<file path="src/rtl/hough_pkg.sv">
// Shared definitions for the Hough transform pipeline: default widths,
// sweep geometry, the vote record and the vote generator sweep states.
package hough_pkg;

    localparam int COORD_W      = 10;
    localparam int PROD_W       = 18;
    localparam int THETA_W      = 8;
    localparam int RHO_W        = 12;
    localparam int THETA_STEPS  = 180;
    localparam int FRAC_BITS    = 7;
    localparam int MULT_LATENCY = 2;
    localparam int RHO_OFFSET   = 1024;
    localparam int FIFO_DEPTH   = 8;

    typedef enum logic [0:0] {
        ST_IDLE  = 1'b0,
        ST_SWEEP = 1'b1
    } sweep_state_e;

    typedef struct packed {
        logic [RHO_W-1:0]   rho;
        logic [THETA_W-1:0] theta;
        logic               last;
    } vote_t;

    // True when a theta index is the final step of a pixel sweep.
    function automatic logic is_final_theta(input logic [THETA_W-1:0] theta);
        return (theta == THETA_W'(THETA_STEPS - 1));
    endfunction

endpackage

</file>
<file path="src/rtl/hough_vote_fifo.sv">
// Synchronous first-word-fall-through FIFO for votes. The head word is
// visible on o_data whenever o_empty is low. A push while full is accepted
// when a pop happens in the same cycle.
module hough_vote_fifo #(
    parameter int DEPTH = 8,
    parameter int WIDTH = 21
) (
    input  logic                     i_clk,
    input  logic                     i_rst,
    input  logic                     i_push,
    input  logic [WIDTH-1:0]         i_data,
    input  logic                     i_pop,
    output logic [WIDTH-1:0]         o_data,
    output logic                     o_empty,
    output logic [$clog2(DEPTH):0]   o_count
);

    localparam int AW = $clog2(DEPTH);

    logic [WIDTH-1:0] r_mem [DEPTH];
    logic [AW-1:0]    r_wr_ptr;
    logic [AW-1:0]    r_rd_ptr;
    logic [AW:0]      r_count;
    logic             w_full;
    logic             w_do_push;
    logic             w_do_pop;

    assign o_empty   = (r_count == '0);
    assign w_full    = (r_count == (AW+1)'(DEPTH));
    assign w_do_pop  = i_pop && !o_empty;
    assign w_do_push = i_push && (!w_full || w_do_pop);
    assign o_data    = r_mem[r_rd_ptr];
    assign o_count   = r_count;

    // Storage array; contents are don't-care until written.
    always_ff @(posedge i_clk) begin
        if (w_do_push) begin
            r_mem[r_wr_ptr] <= i_data;
        end
    end

    // Pointer and occupancy bookkeeping.
    always_ff @(posedge i_clk) begin
        if (i_rst) begin
            r_wr_ptr <= '0;
            r_rd_ptr <= '0;
            r_count  <= '0;
        end else begin
            if (w_do_push) begin
                r_wr_ptr <= r_wr_ptr + AW'(1);
            end
            if (w_do_pop) begin
                r_rd_ptr <= r_rd_ptr + AW'(1);
            end
            case ({w_do_push, w_do_pop})
                2'b10:   r_count <= r_count + (AW+1)'(1);
                2'b01:   r_count <= r_count - (AW+1)'(1);
                default: r_count <= r_count;
            endcase
        end
    end

endmodule

</file>
<file path="src/rtl/hough_vote_gen.sv">
// Hough vote generator: accepts edge pixels, sweeps theta through the
// external cos/sin multipliers, rounds x*cos + y*sin into an offset rho and
// queues (rho, theta) votes for the accumulator. Issue is credit-limited so
// every vote in flight always has a FIFO slot waiting for it.
module hough_vote_gen
    import hough_pkg::*;
#(
    parameter int COORD_WIDTH   = COORD_W,
    parameter int PROD_WIDTH    = PROD_W,
    parameter int THETA_WIDTH   = THETA_W,
    parameter int THETA_STEPS   = hough_pkg::THETA_STEPS,
    parameter int FRAC_BITS     = hough_pkg::FRAC_BITS,
    parameter int MULT_LATENCY  = hough_pkg::MULT_LATENCY,
    parameter int RHO_OFFSET    = hough_pkg::RHO_OFFSET,
    parameter int RHO_WIDTH     = RHO_W,
    parameter int FIFO_DEPTH    = hough_pkg::FIFO_DEPTH
) (
    input  logic                   aclk,
    input  logic                   areset,
    input  logic                   s_valid,
    output logic                   s_ready,
    input  logic [COORD_WIDTH-1:0] s_x,
    input  logic [COORD_WIDTH-1:0] s_y,
    input  logic                   s_last,
    output logic [COORD_WIDTH-1:0] mult_x,
    output logic [COORD_WIDTH-1:0] mult_y,
    output logic [THETA_WIDTH-1:0] mult_theta,
    input  logic [PROD_WIDTH-1:0]  cos_prod,
    input  logic [PROD_WIDTH-1:0]  sin_prod,
    output logic                   m_valid,
    input  logic                   m_ready,
    output logic [RHO_WIDTH-1:0]   m_rho,
    output logic [THETA_WIDTH-1:0] m_theta,
    output logic                   m_last,
    output logic                   busy
);

    localparam int CNT_W = $clog2(FIFO_DEPTH) + 1;
    localparam int RND_W = PROD_WIDTH + 2;
    localparam logic [THETA_WIDTH-1:0] THETA_LAST = THETA_WIDTH'(THETA_STEPS - 1);
    localparam logic [RND_W-1:0]       HALF_LSB   = RND_W'(1) << (FRAC_BITS - 1);
    localparam logic [RND_W-1:0]       OFFSET_EXT = RND_W'(RHO_OFFSET);
    localparam logic [CNT_W:0]         DEPTH_EXT  = (CNT_W+1)'(FIFO_DEPTH);

    sweep_state_e             r_state;
    sweep_state_e             w_state_next;
    logic [COORD_WIDTH-1:0]   r_x;
    logic [COORD_WIDTH-1:0]   r_y;
    logic                     r_last;
    logic [THETA_WIDTH-1:0]   r_theta;
    logic [COORD_WIDTH-1:0]   r_mult_x;
    logic [COORD_WIDTH-1:0]   r_mult_y;
    logic [THETA_WIDTH-1:0]   r_mult_theta;

    logic                     w_s_ready_fsm;
    logic                     w_sweeping;
    logic                     w_issue;
    logic                     w_accept;

    logic [MULT_LATENCY-1:0]  r_tag_valid;
    logic [MULT_LATENCY-1:0]  r_tag_last;
    logic [THETA_WIDTH-1:0]   r_tag_theta [MULT_LATENCY];

    logic signed [RND_W-1:0]  w_round;
    logic signed [RND_W-1:0]  w_rho_s;
    logic [RHO_WIDTH-1:0]     w_rho;
    logic                     r_sum_valid;
    vote_t                    r_sum_vote;

    logic [CNT_W-1:0]         w_inflight;
    logic [CNT_W-1:0]         w_fifo_count;
    logic [CNT_W:0]           w_committed;
    logic                     w_fifo_empty;
    logic                     w_pop;
    vote_t                    w_head;

    assign w_accept    = s_valid && s_ready;
    assign w_committed = {1'b0, w_fifo_count} + {1'b0, w_inflight};
    assign w_pop       = m_valid && m_ready;

    // Sweep state register.
    always_ff @(posedge aclk) begin
        if (areset) begin
            r_state <= ST_IDLE;
        end else begin
            r_state <= w_state_next;
        end
    end

    // Next state: accept a pixel in IDLE, return after issuing the last theta.
    always_comb begin
        w_state_next = r_state;
        case (r_state)
            ST_IDLE: begin
                if (w_accept) begin
                    w_state_next = ST_SWEEP;
                end else begin
                    w_state_next = ST_IDLE;
                end
            end
            ST_SWEEP: begin
                if (w_issue && (r_theta == THETA_LAST)) begin
                    w_state_next = ST_IDLE;
                end else begin
                    w_state_next = ST_SWEEP;
                end
            end
            default: w_state_next = ST_IDLE;
        endcase
    end

    // State decode plus credit check; an issue needs a guaranteed FIFO slot.
    always_comb begin
        w_s_ready_fsm = 1'b0;
        w_sweeping    = 1'b0;
        case (r_state)
            ST_IDLE:  w_s_ready_fsm = 1'b1;
            ST_SWEEP: w_sweeping    = 1'b1;
            default: begin
                w_s_ready_fsm = 1'b0;
                w_sweeping    = 1'b0;
            end
        endcase
        if (w_sweeping && (w_committed < DEPTH_EXT)) begin
            w_issue = 1'b1;
        end else begin
            w_issue = 1'b0;
        end
    end

    // Votes in flight: set tag bits plus the sum stage.
    always_comb begin
        w_inflight = CNT_W'(r_sum_valid);
        for (int i = 0; i < MULT_LATENCY; i++) begin
            w_inflight = w_inflight + CNT_W'(r_tag_valid[i]);
        end
    end

    // Pixel capture and theta counter.
    always_ff @(posedge aclk) begin
        if (areset) begin
            r_x     <= '0;
            r_y     <= '0;
            r_last  <= 1'b0;
            r_theta <= '0;
        end else if (w_accept) begin
            r_x     <= s_x;
            r_y     <= s_y;
            r_last  <= s_last;
            r_theta <= '0;
        end else if (w_issue) begin
            r_theta <= r_theta + THETA_WIDTH'(1);
        end
    end

    // Last issued multiplier operands, presented again while issue stalls.
    always_ff @(posedge aclk) begin
        if (areset) begin
            r_mult_x     <= '0;
            r_mult_y     <= '0;
            r_mult_theta <= '0;
        end else if (w_issue) begin
            r_mult_x     <= r_x;
            r_mult_y     <= r_y;
            r_mult_theta <= r_theta;
        end
    end

    // Tag pipe matching the multiplier latency so tags meet their products.
    always_ff @(posedge aclk) begin
        if (areset) begin
            r_tag_valid <= '0;
            r_tag_last  <= '0;
            for (int i = 0; i < MULT_LATENCY; i++) begin
                r_tag_theta[i] <= '0;
            end
        end else begin
            r_tag_valid[0] <= w_issue;
            r_tag_last[0]  <= w_issue && r_last && (r_theta == THETA_LAST);
            r_tag_theta[0] <= r_theta;
            for (int i = 1; i < MULT_LATENCY; i++) begin
                r_tag_valid[i] <= r_tag_valid[i-1];
                r_tag_last[i]  <= r_tag_last[i-1];
                r_tag_theta[i] <= r_tag_theta[i-1];
            end
        end
    end

    // Sum both products, round half up at the binary point, add the offset.
    always_comb begin
        w_round = {{2{cos_prod[PROD_WIDTH-1]}}, cos_prod}
                + {{2{sin_prod[PROD_WIDTH-1]}}, sin_prod}
                + HALF_LSB;
        w_rho_s = w_round >>> FRAC_BITS;
        w_rho   = RHO_WIDTH'(w_rho_s + OFFSET_EXT);
    end

    // Registered sum stage feeding the FIFO.
    always_ff @(posedge aclk) begin
        if (areset) begin
            r_sum_valid <= 1'b0;
            r_sum_vote  <= '0;
        end else begin
            r_sum_valid      <= r_tag_valid[MULT_LATENCY-1];
            r_sum_vote.rho   <= w_rho;
            r_sum_vote.theta <= r_tag_theta[MULT_LATENCY-1];
            r_sum_vote.last  <= r_tag_last[MULT_LATENCY-1];
        end
    end

    hough_vote_fifo #(
        .DEPTH (FIFO_DEPTH),
        .WIDTH ($bits(vote_t))
    ) u_fifo (
        .i_clk   (aclk),
        .i_rst   (areset),
        .i_push  (r_sum_valid),
        .i_data  (r_sum_vote),
        .i_pop   (w_pop),
        .o_data  (w_head),
        .o_empty (w_fifo_empty),
        .o_count (w_fifo_count)
    );

    // Port drive: everything quiet while reset is held.
    always_comb begin
        if (areset) begin
            s_ready    = 1'b0;
            mult_x     = '0;
            mult_y     = '0;
            mult_theta = '0;
            busy       = 1'b0;
        end else begin
            s_ready    = w_s_ready_fsm;
            mult_x     = w_issue ? r_x     : r_mult_x;
            mult_y     = w_issue ? r_y     : r_mult_y;
            mult_theta = w_issue ? r_theta : r_mult_theta;
            busy       = w_sweeping || (w_inflight != '0) || !w_fifo_empty;
        end
    end

    // Vote stream: head of the FIFO, zeroed when nothing is queued.
    always_comb begin
        if (areset || w_fifo_empty) begin
            m_valid = 1'b0;
            m_rho   = '0;
            m_theta = '0;
            m_last  = 1'b0;
        end else begin
            m_valid = 1'b1;
            m_rho   = w_head.rho;
            m_theta = w_head.theta;
            m_last  = is_final_theta(w_head.theta) && w_head.last;
        end
    end

endmodule

</file>
<file path="config.mk">
export PLATFORM = sky130hd
export DESIGN_NAME = hough_vote_gen
export DESIGN_NICKNAME = d
export VERILOG_FILES = /design/src/rtl/hough_pkg.sv /design/src/rtl/hough_vote_fifo.sv /design/src/rtl/hough_vote_gen.sv
export SDC_FILE = /design/constraint.sdc
export NUM_CORES = 1
export LEC_CHECK = 0
export ABC_AREA = 0
export BUFFER_PORTS_ARGS = -buffer_cell sky130_fd_sc_hd__buf_2
export CORE_MARGIN = 3
export CORE_UTILIZATION = 60
export CTS_CLUSTER_DIAMETER = 100
export CTS_CLUSTER_SIZE = 10
export DETAILED_ROUTE_END_ITERATION = 10
export PLACE_DENSITY_LB_ADDON = 0.25
export SYNTH_ARGS = -nofsm -noshare
export SYNTH_HDL_FRONTEND = slang
export SYNTH_SLANG_ARGS = --single-unit
export TNS_END_PERCENT = 10
</file>
<file path="constraint.sdc">
create_clock -name aclk -period 8.8 [get_ports aclk]
set_clock_uncertainty 0.05 [all_clocks]
set_input_delay 0.88 -clock aclk [delete_from_list [all_inputs] [get_ports aclk]]
set_output_delay 0.88 -clock aclk [all_outputs]
set_load 0.1 [all_outputs]
</file>
==> reports/results.tsv, run 1 <==
metric	value	unit
Routed Antenna Nets	0	
Placed Cells	1128	
die height	143	µm
total number of vias	6618	
Clock power frac	40.8	%
Tcrit/Tclk final	49.4	%
Worst Setup Start Kind	register	
cts hold-fix bufs	0	
Worst R2R Setup Slack	5630	ps
total gr overflow	0	
crit end category	output port	
Lkg Pwr	0.00483	µW
Place WS	4920	ps
vias in the first global route	6500	
slack of the critical path	4450	ps
CTS clk-pin slew, worst paths	50	ps
postcts setup bufs	0	
CP arrival	3420	ps
Top Ports	113	
clk sinks	281	
Die ar.	20300	µm²
Max FO, Critical Path	42	
GP Congestion	0.768	
Initial Util	61.7	%
net count reported at finish	1037	
Finish-stage setup viols	0	
antenna cells	0	
routed len/inst	17.9	µm
outcome	finished, final reports clean	
unrepaired setup endpoints after global routing	false	
setup TNS	0	ps
CP required	7870	ps
Combinational Power Share	9.8	%
root buffer cell	clkbuf_16	
Synth Instances	815	
P_int	2260	µW
power per cell area	229	nW/µm²
Vias/cell	5.59	
sequential-to-total area share from yosys stat	65.2	%
initial antenna violation count	0	
CTS max path bufs	3	
# port buffers	112	
R2R depth	11	
Slowest cell on crit path	buf_4	
CTS tree	yes	
Max Fclk	0.230	GHz
post-CTS sizing	0	
Synth top area share	45.0	%
total net switching power	707	µW
ys async rst share	0	%
synth unique cells	58	
final instance area	13000	µm²
hold_sp	r_tag_theta[0][3]	
# DRC	0	
Synth Area per Inst	13.7	µm²
TritonRoute pass-1 iters	5	
largest net degree at the start of global routing	86	
final hold vios	0	
Critical Path Stages	7	
synth top area cells	edfxtp_1 (45%), dfxtp_1 (20%), mux4_2 (8.4%)	
initial DRC count	438	
Crit path largest cell delay	630	ps
cell row count	49	
synthesized net count	917	
Slew HR	26.2	%
TritonCTS buffer count	34	
crit path cell chain	buf_4 -> mux4_2 -> mux2i_1 -> nor4b_1 -> nand4_1 -> nor3_2 -> buf_2	
Hold WC Path Type	register to register	
Core Util, Final	71.4	%
Placed Area	12000	µm²
CP endpoint	m_last	
Netlist Area Pre-Place	11200	µm²
Slew @ Worst Pin	1110	ps
worst reg2reg path endpoint	u_fifo.o_count[3]	
Syn-to-layout area delta	15.6	%
fin crit period	4350	ps
H-tree depth	2	
EDFF count, synth	168	
first-pass GRT wire length	34000	µm
Total GRT Usage	21.5	%
CP top delay family	buffers and inverters	
max cap viols	0	
Non-Filler Instances	1183	
sequential share of power	49.4	%
Critical R2R Launch	u_fifo.o_count[3]	
Yosys warnings	0	
peak supply drop	0.000176	V
WS Path Type	register to output port	
share of cells above drive strength 1	23.9	%
Sw Ratio	23.9	%
clock latency on the worst-skew pair	490	ps
die width	143	µm
cell taking the most area after synthesis	edfxtp_1	
dpl hpwl	12600	µm
CP Buf/Inv Count	2	
Post-Route WL	21200	µm
Core Area	18100	µm²
Post-synth top flop	edfxtp_1	
Pins Over Slew Limit	0	
Synth Register Bits	281	
## cell usage in the layout (no fill, tap or decap), types with 4 or more instances in the layout
cell and instances:
buf_2 112, nor3_1 4, xnor2_1 10, and3_1 4, clkbuf_1 18, nand2b_1 6
mux2i_1 23, dfxtp_1 110, clkbuf_16 35, nand3_1 5, inv_1 13, nor2b_1 28
mux4_2 42, edfxtp_1 168, buf_4 13, a211oi_1 4, nand4_1 6, o21ai_0 27
nor2_2 6, ha_1 39, nor2_1 55, a21oi_1 46, xor2_1 13, a21o_1 5
nand2_1 117
## cell families after synthesis
group	synth area share, %
buf+inv	2.11
flops	65.2
simple gates	10.3
xor+xnor	1.80
compound gates	5.33
mux	10.5
fa+ha+maj	4.71
## power by group through the flow
stage	combinational (µW)	sequential [µW]	clock, µW
after detailed placement	290	1490	0
final	289	1460	1210
after floorplan	234	1480	0
after CTS	292	1460	1240
after global placement	287	1490	0
after global routing	316	1470	1290
## state kept, by name, summed over array words and instances (netlist names), 2 cells and up, named ones only
signal           flops
u_fifo.r_wr_ptr      3
r_theta              8
r_x                 10
r_tag_theta         16
r_tag_last           2
u_fifo.r_mem       168
r_mult_y            10
r_tag_valid          2
u_fifo.o_count       4
r_y                 10
r_sum_vote          21
r_mult_theta         8
r_mult_x            10
u_fifo.r_rd_ptr      3
## cells in the mapped netlist, types with 2 or more instances
master      n
and3_1      4
o211ai_1    2
dfxtp_1   113
buf_6       2
nor2_1     61
edfxtp_1  168
a31oi_1     2
nand4_1     6
a21o_1      5
ha_1       39
mux4_2     42
fa_1        2
o21ai_0    27
mux2i_1    23
inv_1      13
xor2_1     13
nor2b_1    28
clkbuf_1   24
buf_2       9
nor3_1      6
xnor2_1    10
nand2b_1    6
buf_1       5
a211oi_1    4
nand3_1     5
a21oi_1    46
nand2_1   117
and4_1      2
or2_2       2
## layer usage
metal	GRT usage, %	wire length (µm)	share of wire (%)
met1	29.3	9000	42
met2	35.2	10200	48
met3	5.56	1710	8.1
met4	5.00	328	1.5
met5	0	0	0
## through the flow
stage	hold WS [ps]	power, µW
3_3_place_gp	367	1770
6_report	380	2960
4_1_cts	378	2990
5_1_grt	402	3070
2_1_floorplan	363	1710
3_5_place_dp	370	1780
## worst min-delay path by stage
| stage | depth (start not counted) | to |
|---|---|---|
| CTS | 1 | r_tag_last[1] |
| global route | 1 | r_tag_theta[1][0] |
| finish | 1 | r_tag_theta[1][3] |
| floorplan | 2 | r_tag_last[0] |
| detailed placement | 1 | r_tag_last[1] |
| global placement | 1 | r_tag_last[1] |
## layout make-up
type                    count  area [µm²]
clock buffers              53         943
clock inverters             2        17.5
fillers                  1230        5200
inverters                  14        52.6
multi-input cells         479        3680
flip-flops and latches    281        7310
well taps                 229         287
repair buffers            125         658
Note: power is estimated with default switching activity, not from simulation.
==> run 2: changes to the inputs <==
CORE_UTILIZATION = 59   (was 60)
clock period = 4.4 ns   (was 8.8 ns; I/O delays follow)
==> run 2 against run 1 <==
  * First-iteration DRC count up 2.7%
  * Non-clock buffer count increased by 4
  * Critical path type unchanged
  * Highest routed layer unchanged
  * Hold slack lost 290 ps
  * Critical path depth rose by 2
  * Global-route usage fell by 0.51 points
  * Sequential share of layout area decreased by 0.21 points
  * Clock-buffer cell count up 1
==> reports/results.tsv, run 2 (synthesis gave the netlist of run 1 again) <==
metric	value	unit	change
outcome	finished, final reports clean		
GR Util met1	28.1	%	-1.1 points
Die ar.	20700	µm²	+1.6%
Worst Setup Start Kind	register		
peak supply drop	0.000381	V	+120%
Core Area	18300	µm²	+1.0%
max cap viols	0		unchanged
CP arrival	3360	ps	-60 ps
GR Util met3	5.52	%	-0.035 points
total gr overflow	0		unchanged
CTS max path bufs	3		unchanged
fin crit period	3850	ps	
worst reg2reg path endpoint	r_theta[6]		
Vias/cell	5.55		-0.83%
antenna cells	0		unchanged
root buffer cell	clkbuf_16		
die height	144	µm	+0.81%
vias in the first global route	6456		-0.68%
Lkg Pwr	0.00485	µW	+0.50%
share of cells above drive strength 1	24.1	%	+0.19 points
GP Congestion	0.764		-0.51%
Slew HR	45.6	%	+19 points
Syn-to-layout area delta	16.0	%	
hold_sp	s_x[9]		
Finish-stage setup viols	0		unchanged
R2R depth	9		-2
Post-Route WL	21100	µm	-0.78%
dpl hpwl	13400	µm	+6.4%
post-CTS sizing	0		unchanged
most frequent cells in the layout	edfxtp_1 (168), nand2_1 (117), buf_2 (112)		
total number of vias	6591		-0.41%
clock latency on the worst-skew pair	490	ps	about the same
slack of the critical path	548	ps	-3910 ps
Placed Area	12000	µm²	+0.34%
Max FO, Critical Path	24		-43%
postcts setup bufs	0		unchanged
Worst R2R Setup Slack	1470	ps	-4160 ps
Largest register FFs	168		unchanged
final hold vios	0		unchanged
H-tree depth	2		unchanged
hold path endpoint	r_x[9]		
Tcrit/Tclk final	87.5	%	
hold path depth	3		+2
TritonRoute pass-1 iters	5		unchanged
Hold WC Path Type	input port to register		
initial antenna violation count	0		unchanged
GRT Max-Usage Layer	met2		
# DRC	0		unchanged
Initial Util	61.1	%	-0.62 points
first-pass GRT wire length	33500	µm	-1.6%
hold slack	92.5	ps	-288 ps
routed len/inst	17.7	µm	-1.2%
clk sinks	281		unchanged
crit end category	output port		
CTS tree	yes		
Pins Over Slew Limit	0		unchanged
final instance area	13000	µm²	+0.35%
top flop regs	u_fifo.r_mem: 168 flops, r_sum_vote: 21 flops, r_tag_theta: 16 flops		
largest net degree at the start of global routing	70		-19%
cell row count	49		unchanged
net count reported at finish	1041		+0.39%
commonest non-fill, non-tap cell in the layout	edfxtp_1		
Critical R2R Launch	r_tag_valid[0]		
die width	144	µm	+0.81%
GRT met2 Usage	34.3	%	-0.88 points
cts hold-fix bufs	0		unchanged
power per cell area	456	nW/µm²	+99%
Max Fclk	0.260	GHz	
setup TNS	0	ps	unchanged
Slew @ Worst Pin	815	ps	-292 ps
Total Power	5920	µW	+100%
Routed Antenna Nets	0		unchanged
Total GRT Usage	21.0	%	-0.51 points
WS Path Type	register to output port		
most flop-heavy register	u_fifo.r_mem		
TritonCTS buffer count	34		unchanged
CP required	3910	ps	-3960 ps
Top Ports	113		unchanged
Place WS	1100	ps	-3820 ps
# port buffers	112		unchanged
initial DRC count	450		+2.7%
CTS clk-pin slew, worst paths	50	ps	about the same
unrepaired setup endpoints after global routing	false		
## run 2: worst max path at each step
stage | startpoint | end | slack [ps] | depth (start not counted)
3_5_place_dp | r_tag_valid[0] | mult_theta[3] | 1100 | 9
3_3_place_gp | r_tag_valid[0] | mult_x[1] | 1180 | 9
4_1_cts | r_tag_valid[0] | mult_x[1] | 530 | 9
2_1_floorplan | register | m_last | 200 | 7
6_report | r_tag_valid[0] | mult_x[1] | 550 | 9
5_1_grt | r_sum_valid | mult_x[1] | 300 | 9
## run 2: worst max-delay path: stages, from the launching register on
cell     delay, ps
dfxtp_1        320
fa_1           450
ha_1           280
and3_1         160
o21ai_1        170
and3b_1        380
buf_4          320
nand2_1        100
a21oi_1        190
buf_2          470
## run 2: area by class of cell
type / instances / area, µm²
flip-flops and latches: 281 / 7310
fillers: 1204 / 5340
multi-input cells: 479 / 3680
clock buffers: 54 / 947
repair buffers: 129 / 701
well taps: 229 / 287
inverters: 14 / 52.6
clock inverters: 2 / 17.5
## run 2: layer usage
metal	share of wire (%)	vias to the layer above
met1	44	3154
met2	48	207
li1	-	3199
met5	0	-
met3	7.2	31
met4	1.6	0
## run 2: per-stage QoR
step                      cells  util, %
final                      1188     70.9
after global routing       1188     70.9
after CTS                  1188     70.9
after detailed placement   1132     65.6
after global placement     1132     65.6
after floorplan             815        -
## run 2: report_power, final
part | internal (µW) | switching, µW
Sequential | 2870 | 62.5
Clock | 1470 | 945
Combinational | 183 | 396
Total | 4520 | 1400
==> run 3: changes to the inputs <==
PLACE_DENSITY_LB_ADDON = 0.1   (was 0.25)
==> run 3 against run 2 <==
  * Clock-buffer cell count unchanged
  * Sequential power about the same
  * Worst setup slack improved by 150 ps
  * Maximum frequency increased by 4.0%
==> reports/results.tsv, run 3 (synthesis gave the netlist of run 1 again) <==
metric	value	unit	change
Critical R2R Launch	u_fifo.o_count[0]		
total number of vias	6740		+2.3%
total gr overflow	0		unchanged
clk sinks	281		unchanged
Vias/cell	5.66		+2.1%
most flop-heavy register	u_fifo.r_mem		
share of cells above drive strength 1	23.5	%	-0.57 points
CTS clk-pin slew, worst paths	50	ps	about the same
Hold WC Path Type	input port to register		
final instance area	13000	µm²	about the same
root buffer cell	clkbuf_16		
R2R depth	12		+3
H-tree depth	2		unchanged
CP arrival	3210	ps	-150 ps
Place WS	1260	ps	+157 ps
Worst R2R Setup Slack	1670	ps	+200 ps
slack of the critical path	696	ps	+148 ps
top flop regs	u_fifo.r_mem: 168 flops, r_sum_vote: 21 flops, r_tag_theta: 16 flops		
net count reported at finish	1042		+0.096%
post-CTS sizing	0		unchanged
CTS tree	yes		
Pins Over Slew Limit	0		unchanged
# port buffers	112		unchanged
Syn-to-layout area delta	16.0	%	about the same
Max FO, Critical Path	33		+38%
# DRC	0		unchanged
vias in the first global route	7064		+9.4%
unrepaired setup endpoints after global routing	false		
Total GRT Usage	22.7	%	+1.7 points
Tcrit/Tclk final	84.2	%	-3.4 points
Total Power	5990	µW	+1.2%
initial antenna violation count	0		unchanged
Slew HR	39.6	%	-6.0 points
cell row count	49		unchanged
GP Congestion	0.851		+11%
Largest register FFs	168		unchanged
hold path endpoint	r_last		
outcome	finished, final reports clean		
largest net degree at the start of global routing	86		+23%
initial DRC count	413		-8.2%
commonest non-fill, non-tap cell in the layout	edfxtp_1		
Crit path largest cell delay	480	ps	about the same
routed len/inst	18.9	µm	+6.4%
WS Path Type	register to output port		
Post-Route WL	22400	µm	+6.5%
most frequent cells in the layout	edfxtp_1 (168), nand2_1 (117), dfxtp_1 (112), buf_2 (112), nor2_1 (61)		
Lkg Pwr	0.00486	µW	+0.26%
peak supply drop	0.000323	V	-15%
crit path cell chain	fa_1 -> ha_1 -> and3_1 -> o21ai_1 -> and3b_1 -> buf_4 -> nand2_1 -> a21oi_1 -> buf_2		
CTS max path bufs	3		unchanged
Finish-stage setup viols	0		unchanged
Top Ports	113		unchanged
Placed Area	12000	µm²	-0.18%
setup TNS	0	ps	unchanged
crit end category	output port		
Core Area	18300	µm²	unchanged
worst reg2reg path endpoint	u_fifo.o_count[3]		
power per cell area	461	nW/µm²	+1.2%
first-pass GRT wire length	36600	µm	+9.4%
die height	144	µm	unchanged
clock latency on the worst-skew pair	500	ps	about the same
postcts setup bufs	0		unchanged
hold_sp	s_last		
Worst Setup Start Kind	register		
Max Fclk	0.270	GHz	+4.0%
fillcell total	1249		+3.7%
TritonRoute pass-1 iters	4		-1
Die ar.	20700	µm²	unchanged
max cap viols	0		unchanged
die width	144	µm	unchanged
final hold vios	0		unchanged
Slowest cell on crit path	buf_2		
antenna cells	0		unchanged
Slew @ Worst Pin	905	ps	+90.1 ps
fin crit period	3700	ps	-148 ps
Routed Antenna Nets	0		unchanged
TritonCTS buffer count	34		unchanged
hold path depth	3		unchanged
cts hold-fix bufs	0		unchanged
Initial Util	61.1	%	unchanged
dpl hpwl	14000	µm	+3.9%
CP required	3910	ps	about the same
==> run 3: cell count changes in the layout (fill, tap and decap cells not counted) <==
cell,delta
nor2_1,+6
nor2_2,-6
buf_4,+2
buf_12,-1
dfxtp_1,+1
dfxtp_2,-1
inv_16,+1
==> run 3: worst max-delay path by stage <==
stage	from	end	slack, ps	cells after the start
2_1_floorplan	register	m_last	200	7
3_3_place_gp	register	m_last	1340	8
3_5_place_dp	r_tag_valid[0]	mult_x[7]	1260	9
4_1_cts	r_tag_valid[0]	mult_x[6]	690	9
5_1_grt	r_tag_valid[0]	mult_x[6]	530	9
6_report	r_tag_valid[0]	mult_x[6]	700	9
==> run 3: layer usage <==
metal  wire [µm]  vias up  global-route usage [%]
met4         391        0                    6.84
met1        9820     3296                    31.0
met5           0        -                       0
met3        1430       34                    5.22
li1            -     3201                       -
met2       10800      209                    36.7
==> run 3: power breakdown <==
part,total [µW],internal (µW),switching [µW]
sequential,2930,2870,68.7
combinational,585,184,401
clock,2470,1480,988
==> run 3: worst max-delay path, delay by kind of cell, from the launching register on <==
kind                       cells  cell delay (ps)
DFF                            1              320
buffers and inverters          2              800
adders and majority gates      2              740
and+or+nand+nor                3              480
AOI/OAI and AO/OA              2              370
==> run 3: layout make-up <==
class	count	area, µm²	area share [%]
Clock buffer	54	947	7.29
Clock inverter	3	37.5	0.289
Inverter	14	52.6	0.404
Multi-Input combinational cell	479	3670	28.2
Sequential cell	281	7310	56.2
Tap cell	229	287	2.20
Timing Repair Buffer	130	696	5.35
==> run 3: metrics by stage <==
stage,hold slack (ps),util [%],std cells
floorplan,363,-,815
global placement,367,65.5,1133
detailed placement,373,65.5,1133
CTS,66.5,70.9,1190
global route,94.9,70.9,1190
finish,91.4,70.9,1190
